**src/rtl/rx_hdr_parse_if.sv**
```systemverilog
// Port-B rx buffer read bus plus the header/address handshake presented to the rx bus controller.
interface rx_hdr_parse_if;
  localparam int unsigned AW     = 11;
  localparam int unsigned DW     = 8;
  localparam int unsigned ADDR_W = 24;

  logic              hb_rden;
  logic [AW-1:0]     hb_raddr;
  logic [DW-1:0]     hb_rdata;
  logic              read_done;
  logic [DW-1:0]     DA;
  logic [DW-1:0]     SA_RX;
  logic [DW-1:0]     FC;
  logic [DW-1:0]     MODE;
  logic              addr_read_reg;
  logic              addr_read_done;
  logic [ADDR_W-1:0] ADDR;

  modport master (
    output hb_rden, hb_raddr, read_done, DA, SA_RX, FC, MODE, addr_read_done, ADDR,
    input  hb_rdata, addr_read_reg
  );

  modport slave (
    input  hb_rden, hb_raddr, read_done, DA, SA_RX, FC, MODE, addr_read_done, ADDR,
    output hb_rdata, addr_read_reg
  );
endinterface

```
**src/rtl/rx_hdr_parse.sv**
```systemverilog
// Reads a finished frame's header (DA/SA/FC/MODE, then ADDR on request) from the rx buffer
// port B and hands it to the rx bus controller; counts good and CRC-bad frames.
module rx_hdr_parse #(
  parameter int unsigned DA_OFS   = 0,
  parameter int unsigned SA_OFS   = 1,
  parameter int unsigned FC_OFS   = 2,
  parameter int unsigned MODE_OFS = 3,
  parameter int unsigned ADDR_OFS = 5
) (
  input  logic           clk,
  input  logic           reset,
  input  logic           rx_start,
  input  logic           rx_done,
  input  logic [1:0]     rx_crc_rslt,
  rx_hdr_parse_if.master bus,
  output logic [15:0]    frm_ok_cnt,
  output logic [15:0]    frm_crc_cnt
);
  localparam int unsigned AW        = 11;
  localparam int unsigned CW        = 16;
  localparam int unsigned BUF_DEPTH = 2048;

  if (DA_OFS + 2 >= BUF_DEPTH || SA_OFS + 2 >= BUF_DEPTH || FC_OFS + 2 >= BUF_DEPTH ||
      MODE_OFS + 2 >= BUF_DEPTH || ADDR_OFS + 2 >= BUF_DEPTH) begin : g_bad_ofs
    $error("rx_hdr_parse: buffer offsets do not fit the 11-bit read address");
  end

  typedef enum logic [2:0] {
    S_IDLE,
    S_HDR_RD,
    S_HDR_VLD,
    S_ADDR_RD,
    S_ADDR_VLD
  } state_t;

  state_t     state;
  logic [2:0] rd_cnt;
  logic       rx_done_q;
  logic       edge_arm;
  logic       rx_edge_c;
  logic       unused_crc_c;

  // A level already high when reset releases is not a new frame, hence the arm bit.
  assign rx_edge_c    = rx_done & ~rx_done_q & edge_arm;
  assign unused_crc_c = rx_crc_rslt[1];

  function automatic logic [AW-1:0] hdr_ofs(input logic [1:0] idx);
    case (idx)
      2'd0:    hdr_ofs = AW'(DA_OFS);
      2'd1:    hdr_ofs = AW'(SA_OFS);
      2'd2:    hdr_ofs = AW'(FC_OFS);
      default: hdr_ofs = AW'(MODE_OFS);
    endcase
  endfunction

  function automatic logic [CW-1:0] sat_inc(input logic [CW-1:0] v);
    sat_inc = (v == '1) ? v : v + CW'(1);
  endfunction

  // Read data returns one clock after hb_rden, so captures trail issues by one rd_cnt step.
  always_ff @(posedge clk or posedge reset) begin
    if (reset) begin
      state              <= S_IDLE;
      rd_cnt             <= 3'd0;
      rx_done_q          <= 1'b0;
      edge_arm           <= 1'b0;
      bus.hb_rden        <= 1'b0;
      bus.hb_raddr       <= '0;
      bus.read_done      <= 1'b0;
      bus.addr_read_done <= 1'b0;
      bus.DA             <= '0;
      bus.SA_RX          <= '0;
      bus.FC             <= '0;
      bus.MODE           <= '0;
      bus.ADDR           <= '0;
      frm_ok_cnt         <= '0;
      frm_crc_cnt        <= '0;
    end else begin
      rx_done_q <= rx_done;
      edge_arm  <= 1'b1;
      if (rx_start) begin
        state              <= S_IDLE;
        bus.hb_rden        <= 1'b0;
        bus.read_done      <= 1'b0;
        bus.addr_read_done <= 1'b0;
      end else if (rx_edge_c) begin
        bus.read_done      <= 1'b0;
        bus.addr_read_done <= 1'b0;
        rd_cnt             <= 3'd0;
        if (rx_crc_rslt[0]) begin
          state        <= S_HDR_RD;
          bus.hb_rden  <= 1'b1;
          bus.hb_raddr <= AW'(DA_OFS);
          frm_ok_cnt   <= sat_inc(frm_ok_cnt);
        end else begin
          state       <= S_IDLE;
          bus.hb_rden <= 1'b0;
          frm_crc_cnt <= sat_inc(frm_crc_cnt);
        end
      end else begin
        case (state)
          S_HDR_RD: begin
            rd_cnt <= rd_cnt + 3'd1;
            case (rd_cnt)
              3'd1:    bus.DA    <= bus.hb_rdata;
              3'd2:    bus.SA_RX <= bus.hb_rdata;
              3'd3:    bus.FC    <= bus.hb_rdata;
              3'd4:    bus.MODE  <= bus.hb_rdata;
              default: ;
            endcase
            if (rd_cnt < 3'd3) begin
              bus.hb_rden  <= 1'b1;
              bus.hb_raddr <= hdr_ofs(rd_cnt[1:0] + 2'd1);
            end else begin
              bus.hb_rden <= 1'b0;
            end
            if (rd_cnt == 3'd4) begin
              bus.read_done <= 1'b1;
              state         <= S_HDR_VLD;
            end
          end
          S_HDR_VLD: begin
            if (bus.addr_read_reg) begin
              state        <= S_ADDR_RD;
              rd_cnt       <= 3'd0;
              bus.hb_rden  <= 1'b1;
              bus.hb_raddr <= AW'(ADDR_OFS);
            end
          end
          S_ADDR_RD: begin
            rd_cnt <= rd_cnt + 3'd1;
            case (rd_cnt)
              3'd1:    bus.ADDR[23:16] <= bus.hb_rdata;
              3'd2:    bus.ADDR[15:8]  <= bus.hb_rdata;
              3'd3:    bus.ADDR[7:0]   <= bus.hb_rdata;
              default: ;
            endcase
            if (rd_cnt < 3'd2) begin
              bus.hb_rden  <= 1'b1;
              bus.hb_raddr <= bus.hb_raddr + AW'(1);
            end else begin
              bus.hb_rden <= 1'b0;
            end
            if (rd_cnt == 3'd3) begin
              bus.addr_read_done <= 1'b1;
              state              <= S_ADDR_VLD;
            end
          end
          S_ADDR_VLD: begin
            if (!bus.addr_read_reg) begin
              bus.addr_read_done <= 1'b0;
              state              <= S_HDR_VLD;
            end
          end
          default: ;
        endcase
      end
    end
  end
endmodule

```
**src/flat_wrapper.sv**
```systemverilog
// flat-port wrapper written by rule: the top's interface ports become plain ports
module rx_hdr_parse_flat 
#(
  parameter int unsigned DA_OFS   = 0,
  parameter int unsigned SA_OFS   = 1,
  parameter int unsigned FC_OFS   = 2,
  parameter int unsigned MODE_OFS = 3,
  parameter int unsigned ADDR_OFS = 5
)
  (clk, reset, rx_start, rx_done, rx_crc_rslt, frm_ok_cnt, frm_crc_cnt, bus_hb_rden, bus_hb_raddr, bus_read_done, bus_DA, bus_SA_RX, bus_FC, bus_MODE, bus_addr_read_done, bus_ADDR, bus_hb_rdata, bus_addr_read_reg);
  rx_hdr_parse_if bus_i ();
  input  logic clk;
  input  logic reset;
  input  logic rx_start;
  input  logic rx_done;
  input  logic [1:0] rx_crc_rslt;
  output logic [15:0] frm_ok_cnt;
  output logic [15:0] frm_crc_cnt;
  output wire logic [$bits(bus_i.hb_rden)-1:0] bus_hb_rden;
  output wire logic [$bits(bus_i.hb_raddr)-1:0] bus_hb_raddr;
  output wire logic [$bits(bus_i.read_done)-1:0] bus_read_done;
  output wire logic [$bits(bus_i.DA)-1:0] bus_DA;
  output wire logic [$bits(bus_i.SA_RX)-1:0] bus_SA_RX;
  output wire logic [$bits(bus_i.FC)-1:0] bus_FC;
  output wire logic [$bits(bus_i.MODE)-1:0] bus_MODE;
  output wire logic [$bits(bus_i.addr_read_done)-1:0] bus_addr_read_done;
  output wire logic [$bits(bus_i.ADDR)-1:0] bus_ADDR;
  input wire logic [$bits(bus_i.hb_rdata)-1:0] bus_hb_rdata;
  input wire logic [$bits(bus_i.addr_read_reg)-1:0] bus_addr_read_reg;
  assign bus_hb_rden = bus_i.hb_rden;
  assign bus_hb_raddr = bus_i.hb_raddr;
  assign bus_read_done = bus_i.read_done;
  assign bus_DA = bus_i.DA;
  assign bus_SA_RX = bus_i.SA_RX;
  assign bus_FC = bus_i.FC;
  assign bus_MODE = bus_i.MODE;
  assign bus_addr_read_done = bus_i.addr_read_done;
  assign bus_ADDR = bus_i.ADDR;
  assign bus_i.hb_rdata = bus_hb_rdata;
  assign bus_i.addr_read_reg = bus_addr_read_reg;
  rx_hdr_parse #(.DA_OFS(DA_OFS), .SA_OFS(SA_OFS), .FC_OFS(FC_OFS), .MODE_OFS(MODE_OFS), .ADDR_OFS(ADDR_OFS)) u_core (.clk(clk), .reset(reset), .rx_start(rx_start), .rx_done(rx_done), .rx_crc_rslt(rx_crc_rslt), .bus(bus_i), .frm_ok_cnt(frm_ok_cnt), .frm_crc_cnt(frm_crc_cnt));
endmodule
```
**config.mk**
```make
export PLATFORM = sky130hd
export DESIGN_NAME = rx_hdr_parse_flat
export DESIGN_NICKNAME = d
export VERILOG_FILES = /design/src/rtl/rx_hdr_parse_if.sv /design/src/rtl/rx_hdr_parse.sv /design/src/flat_wrapper.sv
export SDC_FILE = /design/constraint.sdc
export NUM_CORES = 1
export LEC_CHECK = 0
export BUFFER_PORTS_ARGS = -buffer_cell sky130_fd_sc_hd__buf_2
export CELL_PAD_IN_SITES_DETAIL_PLACEMENT = 1
export CELL_PAD_IN_SITES_GLOBAL_PLACEMENT = 2
export CORE_MARGIN = 2
export CORE_UTILIZATION = 35
export DETAILED_ROUTE_END_ITERATION = 7
export HOLD_SLACK_MARGIN = 0.05
export PLACE_DENSITY_LB_ADDON = 0.1
export SLEW_MARGIN = 20
export SYNTH_ARGS = -nofsm -noshare
export SYNTH_HDL_FRONTEND = slang
export SYNTH_SLANG_ARGS = --single-unit
```
**constraint.sdc**
```tcl
create_clock -name clk -period 3.9 [get_ports clk]
set_input_delay 0.585 -clock clk [delete_from_list [all_inputs] [get_ports clk]]
set_output_delay 0.585 -clock clk [all_outputs]
set_load 0.02 [all_outputs]
```
==> summary.md, run 1 <==
| Metric | Value |
|---|---|
| Share of layout cells above drive strength 1 | `39.48%` |
| CP arrival | `2.67 ns` |
| Largest net degree at the start of global routing | `66` |
| Clk buf depth | `2` |
| Final setup margin | `1.478 ns` |
| Chip width | `124.9 um` |
| Overflow after GRT | `0` |
| Max incr delay on CP | `0.64 ns` |
| Number of hold violations in the final report | `0` |
| Delay-heaviest family, CP | `simple AND/OR/NAND/NOR gates` |
| I/O pin cnt | `117` |
| EDFF count, synth | `0` |
| Rel. slew slack | `37.07%` |
| Clk slew on worst S/H paths | `0.08 ns` |
| Post-route DRC | `0` |
| Skew final | `0.008060 ns` |
| Max-cap violation count | `0` |
| Critical-path top delay cell | `o21ai_1` |
| Port bufs | `115` |
| WP data required | `4.15 ns` |
| Initial antenna violation count | `0` |
| Die ar. | `15590 um2` |
| Pins over their slew limit | `0` |
| Max Fclk | `413.0 MHz` |
| Root Buffer | `clkbuf_16` |
| Final Instance Area | `6175 um2` |
| CP Max Fanout | `11` |
| Vias in the first global route | `3946` |
| Final wirelength | `12.74 mm` |
| Via density per instance | `5.240` |
| Pwr dens | `517.5 nW/um2` |
| Post-layout net count | `555` |
| WL/cell | `17.67 um` |
| Post-layout minimum cycle time | `2.422 ns` |
| Placed cell area | `5877 um2` |
| Post-cts hold buffer count | `0` |
| Min-delay worst type | `primary input to async pin` |
| Crit path capture type | `flip-flop` |
| Final setup fails | `0` |
| RSZ-0062 raised after global routing | `false` |
| Hold WS | `0.2999 ns` |
| Worst setup SP type | `flip-flop` |
| Max VDD drop | `239.4 uV` |
| Unique masters post-synth | `54` |
| Post-synth ARST share | `100.0%` |
| Global-route wire length before repair | `21.25 mm` |
| Starting density of the core | `35.44%` |
| Drt pass-1 iters | `4` |
| Core area | `14420 um2` |
| Inserted Clock Buffers | `9` |
| Final setup TNS | `0 ns` |
| # diodes | `0` |
| Seq/Total Area, Yosys | `53.84%` |
| Detail Placement HPWL | `8.984 mm` |
| Chip Height | `124.9 um` |
| Ys Warns | `0` |
| Antenna viol nets, final | `0` |
| # rows | `44` |
| Area growth syn-to-layout | `20.78%` |
| CTS tree | `built` |
| Run status | `completed` |
| CP Buf/Inv Count | `0` |
| Pre-CTS WS | `1.149 ns` |
| Fillcell total | `1613` |
| Gate Count Post-Synth | `418` |
| Yosys reg bits | `110` |
| Critical path class | `flip-flop to flip-flop` |
| Htree depth | `3` |
| Syn_nets | `441` |
| Clock Sinks | `110` |
| Cell Area, Synth | `5112 um2` |
| Final period util | `62.09%` |
| LEAKAGE | `3.173 nW` |
| CTS resizes | `0` |
| Slew @ Worst Pin | `0.9377 ns` |
| Vias | `3778` |
| CP cell instances | `and3b_1 -> nand2_1 -> o21ai_1 -> mux2_2` |
| All-Layer GR Usage | `16.89%` |
| Clock latency at the later pin of the worst-skew pair | `0.36 ns` |
| Initial drt markers | `150` |
| Avg Synthesized Cell Area | `12.23 um2` |
| RD Place Congestion | `0.7989` |
| Top_reg_cell synth | `dfrtp_1` |
| Setup Buffers After CTS | `0` |
[registers in the layout, summed over array words and instances, names as in the netlist, 3 cells and up]
register and count:
u_core.bus.ADDR 24, u_core.bus.MODE 8, u_core.rd_cnt 3, u_core.frm_crc_cnt 16
u_core.bus.hb_raddr 11, u_core.bus.FC 8, u_core.bus.DA 8, u_core.state 3
u_core.frm_ok_cnt 16, u_core.bus.SA_RX 8
[layout make-up]
type,instances,area [um2],share of cell area (%)
Sequential cell,110,2753,44.58
Multi-Input combinational cell,283,2247,36.39
Timing Repair Buffer,117,603.1,9.767
Tap cell,184,230.2,3.728
Clock buffer,9,225.2,3.647
Clock inverter,7,72.57,1.175
Inverter,11,43.79,0.7092
[layout by cell type (no fill, tap or decap), types with 11 or more instances in the layout]
master   synthesis  layout
buf_2            6     115
dfrtp_1        110     110
mux2_2          61      61
nand3_1         18      18
xor2_1          17      17
a31oi_1         14      14
nand2_1         13      13
nor3_1          13      13
xnor2_1         13      13
nand4_1         12      12
nor2_1          11      11
[metrics by stage]
| stage | utilization, % | total power [mW] | cells |
|---|---|---|---|
| 2_1_floorplan | - | 2.004 | 418 |
| 3_3_place_gp | 40.74 | 2.285 | 705 |
| 3_5_place_dp | 40.74 | 2.306 | 705 |
| 4_1_cts | 42.81 | 3.249 | 721 |
| 5_1_grt | 42.81 | 3.369 | 721 |
| 6_report | 42.81 | 3.196 | 721 |
[synthesized netlist by cell type (3+ instances only)]
| cell | instances | share of area, % |
|---|---|---|
| nand2_1 | 13 | 0.95 |
| nand4_1 | 12 | 1.5 |
| a31oi_1 | 14 | 1.7 |
| and4_1 | 3 | 0.51 |
| nor3_1 | 13 | 1.3 |
| dfrtp_1 | 110 | 54 |
| nor4b_1 | 3 | 0.51 |
| clkbuf_1 | 6 | 0.44 |
| o2111ai_1 | 3 | 0.51 |
| nand3_4 | 3 | 1.0 |
| nand3_1 | 18 | 1.8 |
| and3_1 | 10 | 1.2 |
| nor2b_1 | 4 | 0.49 |
| a21oi_1 | 8 | 0.78 |
| xnor2_1 | 13 | 2.2 |
| o211ai_1 | 4 | 0.59 |
| ha_1 | 8 | 2.0 |
| a21o_1 | 3 | 0.44 |
| nor2_1 | 11 | 0.81 |
| o21ai_0 | 9 | 0.88 |
| xor2_1 | 17 | 2.9 |
| nand3_2 | 3 | 0.59 |
| nand2b_1 | 7 | 0.86 |
| nor4_1 | 8 | 0.98 |
| buf_2 | 6 | 0.59 |
| mux2_2 | 61 | 13 |
| inv_1 | 11 | 0.81 |
[power by group]
part / internal [mW] / switching, mW / total (mW)
registers: 1.32 / 0.150 / 1.47
logic: 0.316 / 0.479 / 0.794
clock network: 0.456 / 0.475 / 0.931
[kinds of logic (layout without fill, tap and decap cells)]
logic type,after synthesis,after routing,synth area share (%)
simple gates,129,129,16.47
flops,110,110,53.84
mux,61,61,13.44
compound gates,54,54,6.877
xor+xnor,30,30,5.139
buf+inv,25,144,2.203
fa+ha+maj,8,8,1.958
other cells,1,1,0.07335
[final timing paths]
check / startpoint / depth (start not counted) / slack, ns / to
setup / recovery: u_core.rx_done_q / 4 / 1.48 / u_core.bus.hb_raddr[0]
hold / removal: reset / 2 / 0.30 / u_core.frm_ok_cnt[15]
setup reg to reg: u_core.rx_done_q / 4 / 1.48 / u_core.bus.hb_raddr[0]
hold reg to reg: u_core.bus.hb_raddr[10] / 1 / 0.49 / u_core.bus.hb_raddr[10]
max in group asynchronous: reset / 3 / 2.81 / u_core.bus.MODE[3]
min in group clk: rx_done / 1 / 0.37 / u_core.rx_done_q
[metal layers]
layer  global-route usage [%]  wire, um  part of all wire [%]
met5                        0         0                     0
met4                    3.922       125                  0.98
met3                    4.811       610                   4.8
met2                    28.09      6224                    49
met1                    21.95      5778                    45
(Power assumes the default switching activity.)
==> inputs of run 2 (changes only) <==
- clock period: 3.9 -> 2.45 ns (I/O delays scaled with it)
==> run 2 against run 1 <==
Design area increased by 0.95%. Clock skew down 0.0022 ns. Via count about the same. Total power up 61%. Core utilization rose by 0.41 points. Sequential power is 59% higher. Global-route usage decreased by 0.43 points. Register-to-register slack lost 1.0 ns. Maximum frequency rose by 20%.
==> summary.md, run 2 (same netlist as run 1, synthesis figures left out) <==
| Metric | Value |
|---|---|
| Number of hold violations in the final report | `0 (unchanged)` |
| Most frequent cells in the layout | `115 x buf_2, 110 x dfrtp_1, 61 x mux2_2` |
| All-Layer GR Usage | `16.47% (-0.43 points)` |
| Core area | `14420 um2 (unchanged)` |
| Detail Placement HPWL | `8.961 mm (-0.26%)` |
| R2r setup slk | `0.44 ns (-1.04 ns)` |
| Post-cts hold buffer count | `0 (unchanged)` |
| Critical-path top delay cell | `nor4_4` |
| Post-layout minimum cycle time | `2.011 ns (-0.4102 ns)` |
| Port bufs | `115 (unchanged)` |
| Final period util | `82.09% (+20 points)` |
| Setup Buffers After CTS | `0 (unchanged)` |
| Inserted Clock Buffers | `9 (unchanged)` |
| Clk slew on worst S/H paths | `0.07 ns (about the same)` |
| Pre-CTS WS | `0.4037 ns (-0.7452 ns)` |
| Run status | `completed` |
| CP Max Fanout | `10 (-1)` |
| Crit path capture type | `flip-flop` |
| Die ar. | `15590 um2 (unchanged)` |
| Share of layout cells above drive strength 1 | `40.15% (+0.67 points)` |
| Most flop-heavy register | `u_core.bus.ADDR` |
| Initial antenna violation count | `0 (unchanged)` |
| Overflow after GRT | `0 (unchanged)` |
| Sw frac | `33.42% (-1.1 points)` |
| Clock network power share | `29.4% (+0.3 points)` |
| RSZ-0062 raised after global routing | `false` |
| Via density per instance | `5.198 (-0.80%)` |
| Final wirelength | `12.59 mm (-1.1%)` |
| I/O pin cnt | `117 (unchanged)` |
| # diodes | `0 (unchanged)` |
| Final setup margin | `0.4387 ns (-1.040 ns)` |
| Min-delay worst type | `primary input to async pin` |
| Max Fclk | `497.2 MHz (+20%)` |
| FF/Latch Area | `2753 um2 (unchanged)` |
| CTS resizes | `0 (unchanged)` |
| LEAKAGE | `3.200 nW (+0.85%)` |
| Slew @ Worst Pin | `0.6336 ns (-0.3041 ns)` |
| Fillcell total | `1600 (-0.81%)` |
| Area growth syn-to-layout | `21.93%` |
| Max-cap violation count | `0 (unchanged)` |
| WP data required | `2.69 ns (-1.46 ns)` |
| Logic gate share of total power | `25.0% (about the same)` |
| Final Instance Area | `6233 um2 (+0.95%)` |
| Final setup fails | `0 (unchanged)` |
| Final setup TNS | `0 ns (unchanged)` |
| Sequential Power Share | `45.6% (-0.4 points)` |
| Final Util | `43.22% (+0.41 points)` |
| Max VDD drop | `334.7 uV (+40%)` |
| Pwr dens | `824.4 nW/um2 (+59%)` |
| WL/cell | `17.32 um (-2.0%)` |
| # rows | `44 (unchanged)` |
| Vias in the first global route | `3852 (-2.4%)` |
| Max incr delay on CP | `0.61 ns (-0.03 ns)` |
| Antenna viol nets, final | `0 (unchanged)` |
| Chip width | `124.9 um (unchanged)` |
| Htree depth | `3 (unchanged)` |
| Post-layout net count | `562 (+1.3%)` |
| Commonest non-fill, non-tap cell in the layout | `buf_2` |
| Internal power | `3.422 mW (+64%)` |
| Starting density of the core | `35.44% (unchanged)` |
| CP arrival | `2.25 ns (-0.42 ns)` |
| CTS tree | `built` |
| Top flop regs | `u_core.bus.ADDR (24), u_core.frm_crc_cnt (16), u_core.frm_ok_cnt (16)` |
| Skew final | `0.005841 ns (-0.002219 ns)` |
| Area of the multi-input gates | `2247 um2 (unchanged)` |
| Clk buf depth | `2 (unchanged)` |
| Post-route DRC | `0 (unchanged)` |
| Initial drt markers | `167 (+11%)` |
| Drt pass-1 iters | `4 (unchanged)` |
| Rel. slew slack | `57.53% (+20 points)` |
| Largest net degree at the start of global routing | `111 (+68%)` |
| Global-route wire length before repair | `20.67 mm (-2.7%)` |
| Pins over their slew limit | `0 (unchanged)` |
| Vias | `3779 (+0.026%)` |
| Clock Sinks | `110 (unchanged)` |
| Max reg flops | `24 (unchanged)` |
| RD Place Congestion | `0.7440 (-6.9%)` |
| Critical path class | `flip-flop to flip-flop` |
| Placed cell area | `5931 um2 (+0.92%)` |
| CP cell instances | `ha_1 -> nand4_2 -> nor4_4 -> nor2_2 -> mux2_2` |
| Switching power | `1.717 mW (+56%)` |
| Worst setup SP type | `flip-flop` |
| Clock latency at the later pin of the worst-skew pair | `0.35 ns (about the same)` |
| Chip Height | `124.9 um (unchanged)` |
| Root Buffer | `clkbuf_16` |
-- run 2: worst max-delay path, delay by kind of cell (launching register included) --
kind                       cells  cell delay, ns
and+or+nand+nor                3            0.95
muxes                          1            0.29
DFF                            1            0.42
adders and majority gates      1            0.24
-- run 2: final cells by class --
class / instances / share of cell area (%)
clock buffers: 9 / 3.613
clock inverters: 6 / 1.244
inverters: 11 / 0.7226
multi-input cells: 283 / 36.05
flip-flops and latches: 110 / 44.16
well taps: 184 / 3.693
repair buffers: 124 / 10.52
-- run 2: through the flow --
stage,std cells,hold slack (ns),power (mW)
after CTS,727,0.1438,5.228
after detailed placement,712,0.4758,3.691
final,727,0.1565,5.139
after floorplan,418,0.3989,3.189
after global routing,727,0.1516,5.434
after global placement,712,0.4747,3.653
-- run 2: path summary, 6_finish.rpt --
path,from,endpoint,depth (start not counted)
max,u_core.frm_ok_cnt[0],u_core.frm_ok_cnt[1],5
min in group clk,rx_done,u_core.rx_done_q,1
min reg2reg,u_core.frm_crc_cnt[11],u_core.frm_crc_cnt[11],1
max in group asynchronous,reset,u_core.bus.hb_raddr[5],3
min,reset,u_core.frm_ok_cnt[0],3
max reg2reg,u_core.frm_ok_cnt[0],u_core.frm_ok_cnt[1],5
-- run 2: power groups by stage --
stage / clock network, mW / registers, mW / logic (mW)
after floorplan: 0 / 2.66 / 0.528
after global placement: 0 / 2.37 / 1.29
after detailed placement: 0 / 2.38 / 1.31
after CTS: 1.57 / 2.35 / 1.31
after global routing: 1.64 / 2.40 / 1.40
final: 1.51 / 2.34 / 1.29
-- run 2: routing by layer --
metal	wire length, um	up-vias	global-route usage [%]	part of all wire (%)
met5	0	-	0	0
met4	172	0	5.359	1.4
met3	488	10	2.921	3.9
met2	6026	74	27.19	48
met1	5906	1908	22.06	47
li1	-	1787	-	-
==> inputs of run 3 (changes only) <==
- ABC_AREA: default -> 1
- CORE_UTILIZATION: 35 -> 32
- clock period: 2.45 -> 2 ns (I/O delays scaled with it)
==> run 3 against run 2 <==
First-iteration DRC count down 20%. Worst setup slack worse by 0.19 ns. Non-clock buffer count up 6. Worst hold slack worse by 0.061 ns. Core utilization down 3.9 points. Sequential power up 32%. Global-route usage up 1.3 points. Largest cell class unchanged. Wire length up 24%. Via count up 29%. Clock-buffer cell count unchanged. Final cell count up 43%.
==> summary.md, run 3 <==
| Metric | Value |
|---|---|
| Clk slew on worst S/H paths | `0.08 ns (about the same)` |
| Overflow after GRT | `0 (unchanged)` |
| Gate Count Post-Synth | `686 (+64%)` |
| Starting density of the core | `32.49% (-3.0 points)` |
| EDFF count, synth | `0 (unchanged)` |
| Sequential Power Share | `41.3% (-4.3 points)` |
| Most frequent cells in the layout | `205 x nand2_1, 115 x buf_2, 110 x dfrtp_1` |
| Syn_nets | `709 (+61%)` |
| Final setup fails | `0 (unchanged)` |
| Clock Sinks | `110 (unchanged)` |
| Seq/Total Area, Yosys | `49.50% (-4.3 points)` |
| Hold_sp | `rx_done` |
| Max-cap violation count | `0 (unchanged)` |
| Avg Synthesized Cell Area | `8.105 um2 (-34%)` |
| Skew final | `0.009718 ns (+0.003878 ns)` |
| CTS resizes | `0 (unchanged)` |
| CP Max Fanout | `18 (+8)` |
| Clk buf depth | `2 (unchanged)` |
| Switching power | `3.023 mW (+76%)` |
| GR Util met1 | `24.14% (+2.1 points)` |
| Delay-heaviest family, CP | `simple AND/OR/NAND/NOR gates` |
| Post-layout minimum cycle time | `1.753 ns (-0.2579 ns)` |
| Max Fclk | `570.3 MHz (+15%)` |
| Yosys reg bits | `110 (unchanged)` |
| Die ar. | `18450 um2 (+18%)` |
| Post-layout net count | `834 (+48%)` |
| Hold WS | `0.09581 ns (-0.06064 ns)` |
| Final period util | `87.67% (+5.6 points)` |
| Area of the multi-input gates | `2421 um2 (+7.7%)` |
| # rows | `48 (+9.1%)` |
| Root Buffer | `clkbuf_16` |
| Area contributors post-synth | `dfrtp_1 50%, nand2_1 14%, nor2_1 5.5%` |
| CP arrival | `2.05 ns (-0.20 ns)` |
| Logic gate share of total power | `34.1% (+9.1 points)` |
| Top_reg_cell synth | `dfrtp_1` |
| Max incr delay on CP | `0.45 ns (-0.16 ns)` |
| Crit path capture type | `flip-flop` |
| Post-synth top area share | `49.50% (-4.3 points)` |
| CP cell instances | `ha_1 -> nand3_1 -> inv_1 -> nand4_1 -> nand2_1 -> inv_2 -> nand3_1 -> nand2_1` |
| Most Crowded Layer GR | `met2` |
| Synth cell count leaders | `205 x nand2_1, 110 x dfrtp_1, 82 x nor2_1, 61 x inv_1, 37 x nand3_1` |
| RD Place Congestion | `0.8196 (+10%)` |
| Port bufs | `115 (unchanged)` |
| Internal power | `4.455 mW (+30%)` |
| Pwr dens | `1113 nW/um2 (+35%)` |
| Largest net degree at the start of global routing | `69 (-38%)` |
| Leading area contributor after synthesis | `dfrtp_1` |
| Max reg flops | `24 (unchanged)` |
| Met3 usage | `3.766% (+0.84 points)` |
| Core area | `17120 um2 (+19%)` |
| Chip Height | `135.8 um (+8.8%)` |
| Drt pass-1 iters | `4 (unchanged)` |
| Inserted Clock Buffers | `9 (unchanged)` |
| All-Layer GR Usage | `17.81% (+1.3 points)` |
| Ys Warns | `0 (unchanged)` |
| Detail Placement HPWL | `11.64 mm (+30%)` |
| Crit path launch | `u_core.frm_crc_cnt[0]` |
| Number of hold violations in the final report | `0 (unchanged)` |
| Post-cts hold buffer count | `1 (+1)` |
| Htree depth | `3 (unchanged)` |
| Cell Area, Synth | `5560 um2 (+8.8%)` |
| WL/cell | `15.01 um (-13%)` |
| Worst setup SP type | `flip-flop` |
| FF/Latch Area | `2753 um2 (unchanged)` |
| Commonest non-fill, non-tap cell in the layout | `nand2_1` |
| Global-route wire length before repair | `25.93 mm (+25%)` |
| I/O pin cnt | `117 (unchanged)` |
| Vias | `4878 (+29%)` |
| Top flop regs | `u_core.bus.ADDR (24), u_core.frm_crc_cnt (16), u_core.frm_ok_cnt (16)` |
| Area growth syn-to-layout | `20.88%` |
| Met2 Usage GRT | `28.54% (+1.3 points)` |
| Post-synth ARST share | `100.0% (unchanged)` |
| Antenna viol nets, final | `0 (unchanged)` |
| Final Instance Area | `6721 um2 (+7.8%)` |
| Vias in the first global route | `5092 (+32%)` |
| Setup Buffers After CTS | `0 (unchanged)` |
| Top-count cell post-synth | `nand2_1` |
| Final setup TNS | `0 ns (unchanged)` |
| WP data required | `2.29 ns (-0.40 ns)` |
| Pins over their slew limit | `0 (unchanged)` |
| Share of layout cells above drive strength 1 | `21.69% (-18 points)` |
| Final wirelength | `15.62 mm (+24%)` |
| Placed cell area | `6412 um2 (+8.1%)` |
| Worst flop-to-flop path startpoint | `u_core.frm_crc_cnt[0]` |
| RSZ-0062 raised after global routing | `false` |
| Max VDD drop | `637.2 uV (+90%)` |
| Clock network power share | `24.6% (-4.8 points)` |
| Fillcell total | `2116 (+32%)` |
| Critical-path top delay cell | `dfrtp_1` |
| Post-route DRC | `0 (unchanged)` |
| Chip width | `135.8 um (+8.8%)` |
| Clock latency at the later pin of the worst-skew pair | `0.36 ns (about the same)` |
| Critical path class | `flip-flop to flip-flop` |
| Sw frac | `40.43% (+7.0 points)` |
| Min-delay worst type | `primary input to flip-flop` |
| Run status | `completed` |
| LEAKAGE | `3.596 nW (+12%)` |
| # diodes | `0 (unchanged)` |
| Initial antenna violation count | `0 (unchanged)` |
| Initial drt markers | `133 (-20%)` |
| Via density per instance | `4.686 (-9.9%)` |
| CP Buf/Inv Count | `2 (+2)` |
| CTS tree | `built` |
| Unique masters post-synth | `33 (-39%)` |
| Most flop-heavy register | `u_core.bus.ADDR` |
-- run 3: cell types whose count changed in the layout (fill, tap and decap cells not counted), sizes merged, moves of 7 or more --
| cell | previous run | this run |
|---|---|---|
| nand2b | 7 | 0 |
| inv | 13 | 69 |
| nand3 | 24 | 44 |
| nor4 | 9 | 1 |
| a31oi | 14 | 0 |
| a21oi | 8 | 32 |
| and3 | 10 | 0 |
| o21ai | 11 | 48 |
| mux2 | 61 | 0 |
| xor2 | 17 | 8 |
| nor2 | 13 | 93 |
| nand2 | 13 | 211 |
-- run 3: worst paths after layout --
path / end / cells after the start / slack [ns]
hold / removal: u_core.rx_done_q / 1 / 0.1
max in group asynchronous: u_core.bus.hb_raddr[5] / 4 / 0.79
min in group asynchronous: u_core.frm_crc_cnt[14] / 3 / 0.51
setup / recovery: u_core.frm_crc_cnt[12] / 8 / 0.25
setup reg to reg: u_core.frm_crc_cnt[12] / 8 / 0.25
hold reg to reg: u_core.bus.MODE[1] / 2 / 0.49
-- run 3: power groups by stage --
stage	sequential, mW	clock (mW)	combinational [mW]
CTS	3.09	1.92	2.60
floorplan	3.67	0	1.09
detailed placement	3.12	0	2.59
finish	3.09	1.84	2.55
global placement	3.10	0	2.54
global route	3.17	2.00	2.83
-- run 3: kinds of logic (layout without fill, tap and decap cells) --
logic type,Yosys count,count (layout),synth area share (%)
buffers and inverters,82,212,6.953
XOR/XNOR,19,19,2.993
other,1,1,0.06744
adder cells (fa/ha/maj),8,8,1.800
AO/OA/AOI/OAI,88,88,8.236
AND/OR/NAND/NOR,378,378,30.45
flip-flops,110,110,49.50
-- run 3: final cells by class --
cell class | count | area share (%)
tap | 225 | 4.188
timing repair buffer | 130 | 10.65
multi-input combinational | 494 | 36.02
inverter | 66 | 3.742
clock buffer | 9 | 3.351
sequential | 110 | 40.95
clock inverter | 7 | 1.098
-- run 3: metal layers --
layer  vias up  part of all wire (%)  wire length [um]
li1       2443                     -                 -
met1      2337                    47              7371
met2        85                    47              7316
met3        13                   4.6               722
met4         0                   1.4               212
met5         -                     0                 0
-- run 3: through the flow --
stage | setup slack, ns | power (mW) | util (%) | std cells
6_report | 0.2466 | 7.478 | 39.27 | 1041
5_1_grt | 0.04836 | 8.006 | 39.27 | 1041
4_1_cts | 0.2207 | 7.614 | 39.27 | 1041
3_5_place_dp | 0.2400 | 5.714 | 37.46 | 1024
3_3_place_gp | 0.3083 | 5.640 | 37.46 | 1024
2_1_floorplan | 0.3705 | 4.764 | - | 686
